[src/rtl/seq_detect_pkg.sv]
// Shared constants for the seq_detect family: match-mode encodings, the default
// pattern and the legal pattern-width range.
package seq_detect_pkg;

    localparam logic MODE_OVERLAP    = 1'b1;
    localparam logic MODE_NONOVERLAP = 1'b0;

    localparam int unsigned DEFAULT_PAT_W = 4;
    localparam logic [DEFAULT_PAT_W-1:0] DEFAULT_PAT = 4'b1011;

    localparam int unsigned PAT_W_MIN = 2;
    localparam int unsigned PAT_W_MAX = 32;

    function automatic bit pat_w_ok(input int unsigned w);
        return (w >= PAT_W_MIN) && (w <= PAT_W_MAX);
    endfunction

endpackage

[src/rtl/seq_detect_param_sat_counter.sv]
// Saturating up-counter with synchronous clear; a clear that coincides with an
// increment leaves the count at 1 so that event is not dropped.
module sat_counter #(
    parameter int unsigned W = 8
) (
    input  logic         clk,
    input  logic         rst,
    input  logic         inc,
    input  logic         clr,
    output logic [W-1:0] q
);

    localparam logic [W-1:0] MAX_VAL = {W{1'b1}};

    logic [W-1:0] q_q;
    logic [W-1:0] q_d;

    always_comb begin
        q_d = q_q;
        if (clr) begin
            q_d = inc ? W'(1) : '0;
        end else if (inc && (q_q != MAX_VAL)) begin
            q_d = q_q + W'(1);
        end
    end

    always_ff @(posedge clk or posedge rst) begin
        if (rst) begin
            q_q <= '0;
        end else begin
            q_q <= q_d;
        end
    end

    assign q = q_q;

endmodule

[src/rtl/seq_detect_param.sv]
// Serial pattern detector with a runtime-loadable pattern, overlapping or
// non-overlapping match mode, input qualification and a saturating match count.
module seq_detect_param
    import seq_detect_pkg::*;
#(
    parameter int unsigned      PAT_W    = DEFAULT_PAT_W,
    parameter logic [PAT_W-1:0] PAT_INIT = PAT_W'(DEFAULT_PAT),
    parameter int unsigned      CNT_W    = 8
) (
    input  logic             clk,
    input  logic             rst,
    input  logic             din,
    input  logic             din_valid,
    input  logic             overlap,
    input  logic             pat_load,
    input  logic [PAT_W-1:0] pat_in,
    input  logic             cnt_clr,
    output logic             flag,
    output logic [CNT_W-1:0] match_cnt
);

    localparam int unsigned FILL_W = $clog2(PAT_W + 1);
    localparam logic [FILL_W-1:0] FILL_MAX = FILL_W'(PAT_W);
    // History holds PAT_W-1 bits, so the incoming bit can complete a window once
    // that many have been accepted.
    localparam logic [FILL_W-1:0] FILL_ARM = FILL_W'(PAT_W - 1);

    if (!pat_w_ok(PAT_W)) begin : g_bad_pat_w
        $error("seq_detect_param: PAT_W=%0d outside %0d..%0d", PAT_W, PAT_W_MIN, PAT_W_MAX);
    end

    if (CNT_W < 1) begin : g_bad_cnt_w
        $error("seq_detect_param: CNT_W must be at least 1");
    end

    logic [PAT_W-2:0]  sh_q, sh_d;
    logic [FILL_W-1:0] fill_q, fill_d;
    logic [PAT_W-1:0]  pat_q, pat_d;
    logic              flag_q, flag_d;
    logic [PAT_W-1:0]  window;
    logic              match;

    always_comb begin
        window = {sh_q, din};
        match  = 1'b0;
        sh_d   = sh_q;
        fill_d = fill_q;
        pat_d  = pat_q;

        if (pat_load) begin
            pat_d  = pat_in;
            fill_d = '0;
        end else if (din_valid) begin
            sh_d  = window[PAT_W-2:0];
            match = (fill_q >= FILL_ARM) && (window == pat_q);
            if (match) begin
                fill_d = (overlap == MODE_OVERLAP) ? FILL_MAX : '0;
            end else if (fill_q != FILL_MAX) begin
                fill_d = fill_q + FILL_W'(1);
            end
        end

        flag_d = match;
    end

    always_ff @(posedge clk or posedge rst) begin
        if (rst) begin
            sh_q   <= '0;
            fill_q <= '0;
            pat_q  <= PAT_INIT;
            flag_q <= 1'b0;
        end else begin
            sh_q   <= sh_d;
            fill_q <= fill_d;
            pat_q  <= pat_d;
            flag_q <= flag_d;
        end
    end

    sat_counter #(
        .W(CNT_W)
    ) u_match_cnt (
        .clk(clk),
        .rst(rst),
        .inc(match),
        .clr(cnt_clr),
        .q  (match_cnt)
    );

    assign flag = flag_q;

endmodule

[config.mk]
export PLATFORM = sky130hd
export DESIGN_NAME = seq_detect_param
export DESIGN_NICKNAME = d
export VERILOG_FILES = /design/src/rtl/seq_detect_pkg.sv /design/src/rtl/seq_detect_param_sat_counter.sv /design/src/rtl/seq_detect_param.sv
export SDC_FILE = /design/constraint.sdc
export NUM_CORES = 1
export LEC_CHECK = 0
export BUFFER_PORTS_ARGS = -buffer_cell sky130_fd_sc_hd__clkbuf_2
export CORE_AREA = 2 2 49 51
export CTS_CLUSTER_SIZE = 40
export DETAILED_ROUTE_END_ITERATION = 16
export DIE_AREA = 0 0 51 53
export PLACE_DENSITY = 0.73
export RECOVER_POWER = 25
export SLEW_MARGIN = 20
export SYNTH_ARGS = -nofsm -noshare
export SYNTH_HDL_FRONTEND = slang
export SYNTH_SLANG_ARGS = --single-unit
[constraint.sdc]
create_clock -name clk -period 2.8 [get_ports clk]
set_clock_uncertainty 0.15 [all_clocks]
set_input_delay 0.14 -clock clk [delete_from_list [all_inputs] [get_ports clk]]
set_output_delay 0.14 -clock clk [all_outputs]
set_load 0.1 [all_outputs]
==> results.rst <==
.. list-table::
   :header-rows: 1

   * - Metric
     - Value
   * - Syn Inst Count
     - 112
   * - Origin of the worst min-delay path
     - din_valid
   * - Dominant cell by count in the synthesized netlist
     - sky130_fd_sc_hd__dfrtp_1
   * - Capture endpoint of the worst hold path
     - fill_q[0]$_DFFE_PP0P_
   * - Total congestion overflow after global routing
     - 0
   * - Synth top area share
     - 0.371
   * - Adder-Cell Fraction of Synth Area
     - 0.0464
   * - Number of flip-flops and latches in the synthesized netlist
     - 19
   * - Met3 Use GR
     - 0.0339
   * - Number of synthesized flops with an enable pin
     - 0
   * - Data required, critical path
     - 2.88 ns
   * - Buffer type at the clock tree root
     - sky130_fd_sc_hd__clkbuf_4
   * - Total number of clock tree sinks
     - 19
   * - Register-to-register setup slack
     - 0.50 ns
   * - Number of failing hold endpoints at the final stage
     - 0
   * - Kind of critical path
     - register to register
   * - Unrepaired setup endpoints after global routing
     - false
   * - Area of the multi-input gates
     - 554 um^2
   * - I/O pin count
     - 20
   * - Area leader, netlist
     - sky130_fd_sc_hd__dfrtp_1
   * - Net switching power
     - 0.156 mW
   * - Startpoint of the lowest-slack register-to-register path
     - fill_q[0]$_DFFE_PP0P_
   * - Post-DP HPWL
     - 1610 um
   * - Sequential standard cell area
     - 479 um^2
   * - Clk buf depth
     - 2
   * - Number of vias in the routed layout
     - 927
   * - Count of maximum capacitance violations
     - 0
   * - Period utilization
     - 0.823
   * - Cell internal power dissipation
     - 0.386 mW
   * - Cell row count
     - 17
   * - Largest net degree at the start of global routing
     - 20
   * - Post-synthesis xor/xnor area fraction
     - 0.0325
   * - GRT Util Overall
     - 0.194
   * - Placed Cells
     - 154
   * - Commonest cells in the netlist
     - 16 x sky130_fd_sc_hd__dfrtp_1, 12 x sky130_fd_sc_hd__nand2_1, 8 x sky130_fd_sc_hd__a21oi_1, 7 x sky130_fd_sc_hd__nand3_1
   * - Setup TNS after final layout
     - 0 ns
   * - Starting density of the core
     - 0.502
   * - Result of the run
     - completed
   * - Tightest slew margin relative to the limit
     - 0.502
   * - Area growth, synth to finish
     - 19.5%
   * - Number of buffers inserted by post-CTS setup repair
     - 0
   * - Cell with the largest stage delay on the worst path
     - sky130_fd_sc_hd__or4_4
   * - WL/cell
     - 13.9 um
   * - Worst Path Max Fanout
     - 11
   * - Share of the yosys chip area belonging to registers
     - 0.444
   * - Mean number of vias per cell
     - 5.58
   * - Top cells by area in the synthesized netlist
     - sky130_fd_sc_hd__dfrtp_1 37%, sky130_fd_sc_hd__dfstp_2 7.3%, sky130_fd_sc_hd__mux2_2 5.2%
   * - 1st-pass router iterations
     - 4
   * - Met1 track demand over resource in global routing
     - 0.252
   * - # fillers
     - 204
   * - DIE AREA
     - 2700 um^2
   * - Dominant combinational cell family by area after synthesis
     - simple AND/OR/NAND/NOR gates
   * - Height of the chip
     - 53 um
   * - R2R Path End
     - u_match_cnt.q[3]$_DFFE_PP0P_
   * - Predominant post-synthesis flop cell
     - sky130_fd_sc_hd__dfrtp_1
   * - Combinational cell fraction of total power
     - 0.172
   * - Capturing element type of the critical path
     - register
   * - Core Region
     - 2150 um^2
   * - Number of cells on the worst reg-to-reg path
     - 6
   * - Share of layout cells above drive strength 1
     - 0.232
   * - Net count of the finished layout
     - 154
   * - Proportion of register bits with asynchronous set or reset after synthesis
     - 1.00
   * - Power density of the placed cells
     - 420 nW/um^2
   * - M2 GR Usage
     - 0.307
   * - Die X-Extent
     - 51 um
   * - Clock transition at path regs
     - 0.11 ns
   * - Arrival time of data at the critical path endpoint
     - 2.39 ns
   * - GRT busiest layer
     - met2
   * - Share of power burned in the clock network
     - 0.261
   * - Mean post-synth cell area
     - 9.63 um^2
   * - Final worst path period need
     - 2.30 ns
   * - Final setup vio count
     - 0
   * - Final Max Tran Viols
     - 0
   * - Highest Clock Rate
     - 434 MHz
   * - Placer congestion estimate
     - 0.756
   * - Class of the tightest hold or removal check
     - input port to register
   * - Share of total power in sequential cells
     - 0.567
   * - Skew-Pair Late Insertion Delay
     - 0.29 ns
   * - Cells along the critical path
     - ha_1, ha_1, a211oi_1, or4_4, or4_1, a21oi_1
   * - Startpoint kind of the worst setup timing path
     - register
   * - Aggregate routed wire length
     - 2310 um
   * - Clock buffer count from CTS
     - 3
   * - Hold-critical path depth
     - 2
   * - Synth Cell Area
     - 1080 um^2
   * - Post-route insts no fill
     - 166
   * - Area share of and/or/nand/nor cells after synthesis
     - 0.245
   * - Via count of the first global-routing pass
     - 853
   * - Worst-case setup slack after placement
     - 0.507 ns
   * - Static Leak
     - 0.596 nW
   * - Initial DRC Count
     - 22
   * - Quantity of gates resized following cts
     - 0
   * - Depth of the CTS H-tree
     - 1
   * - Remaining routing DRC violations
     - 0
   * - Global-route wire length before repair
     - 3820 um
   * - Number of library cell types mapped by synthesis
     - 31
   * - Sw frac
     - 0.288
   * - Largest incremental delay on the critical path
     - 0.57 ns
   * - TritonCTS clock tree
     - yes
   * - Worst setup margin
     - 0.496 ns
   * - Post-synth net total
     - 127
   * - Fraction of the mapped netlist area in compound gates
     - 0.128
   * - Count of warnings emitted by yosys
     - 0
   * - Remaining number of nets flagged by the antenna check after routing
     - 0
   * - Antenna violations before repair
     - 0
   * - Most prevalent standard cell on the critical path
     - sky130_fd_sc_hd__ha_1
   * - Worst IR Drop VDD
     - 295 uV
   * - Antenna diode instance count
     - 0
   * - Count of input and output buffers
     - 19
   * - Post-synthesis mux area share
     - 0.0626
   * - Actual transition at the worst max-transition pin
     - 0.746 ns
-- timing repair --
| action | CTS | global route |
|---|---|---|
| hold buffers | 8 | 0 |
| endpoints found under the setup margin | 0 | 0 |
| hold endpoints to repair | 27 | 0 |
-- layer usage --
layer,up-vias,wire [um]
met3,4,86
li1,459,-
met2,18,1110
met1,446,1090
met5,-,0
met4,0,19
-- worst max-delay path, delay by kind of cell, from the launching register on --
kind | cells | cell delay (ns)
adder cells (fa/ha/maj) | 2 | 0.32
flip-flops | 1 | 0.44
AO/OA/AOI/OAI | 2 | 0.24
AND/OR/NAND/NOR | 2 | 1.09
-- power groups by stage --
stage | Clock (mW) | Combinational [mW] | Sequential, mW
2_1_floorplan | 0 | 0.0632 | 0.310
3_3_place_gp | 0 | 0.0814 | 0.311
3_5_place_dp | 0 | 0.0851 | 0.312
4_1_cts | 0.145 | 0.0938 | 0.307
5_1_grt | 0.155 | 0.105 | 0.309
6_report | 0.141 | 0.0932 | 0.307
-- cell families after synthesis --
family / Yosys count
AND/OR/NAND/NOR: 48
multiplexers: 6
XOR/XNOR: 4
AO/OA/AOI/OAI: 21
adder cells (fa/ha/maj): 4
flip-flops: 19
buffers and inverters: 10
-- flip-flops by register name (all words and copies together) (netlist names) --
register,cells
u_match_cnt.q,8
pat_q,4
fill_q,3
sh_q,3
flag,1
-- metrics by stage --
| stage | utilization | power, mW | hold WS (ns) | cell area, um^2 |
|---|---|---|---|---|
| 2_1_floorplan | - | 0.374 | -0.0611 | 1080 |
| 3_3_place_gp | 0.550 | 0.392 | 0.115 | 1180 |
| 3_5_place_dp | 0.550 | 0.397 | 0.122 | 1180 |
| 4_1_cts | 0.600 | 0.546 | 0.0122 | 1290 |
| 5_1_grt | 0.600 | 0.570 | 0.0222 | 1290 |
| 6_report | 0.600 | 0.542 | 0.0238 | 1290 |
-- cell type report --
type | count | share of cell area
multi-input cells | 83 | 0.430
flip-flops and latches | 19 | 0.372
repair buffers | 27 | 0.135
well taps | 28 | 0.0272
clock buffers | 3 | 0.0175
inverters | 5 | 0.0146
clock inverters | 1 | 0.00388
-- worst max-delay path by stage --
stage | slack, ns | to | start
global placement | 0.62 | u_match_cnt.q[6]$_DFFE_PP0P_ | fill_q[0]$_DFFE_PP0P_
finish | 0.50 | u_match_cnt.q[3]$_DFFE_PP0P_ | fill_q[0]$_DFFE_PP0P_
CTS | 0.48 | u_match_cnt.q[3]$_DFFE_PP0P_ | fill_q[0]$_DFFE_PP0P_
global route | 0.33 | u_match_cnt.q[3]$_DFFE_PP0P_ | fill_q[0]$_DFFE_PP0P_
detailed placement | 0.51 | u_match_cnt.q[3]$_DFFE_PP0P_ | fill_q[0]$_DFFE_PP0P_
floorplan | 0.16 | u_match_cnt.q[3]$_DFFE_PP0P_ | u_match_cnt.q[0]$_DFFE_PP0P_
-- layout by cell type, fill, tap and decap left out, drive strengths merged, types with 5 or more instances in the layout --
| cell | n |
|---|---|
| nand3 | 7 |
| dlygate4sd3 | 8 |
| a21oi | 8 |
| nand2 | 12 |
| mux2 | 6 |
| nor2 | 5 |
| inv | 5 |
| clkbuf | 22 |
| dfrtp | 16 |
| or4 | 5 |
Power figures use the tool's default switching activity.
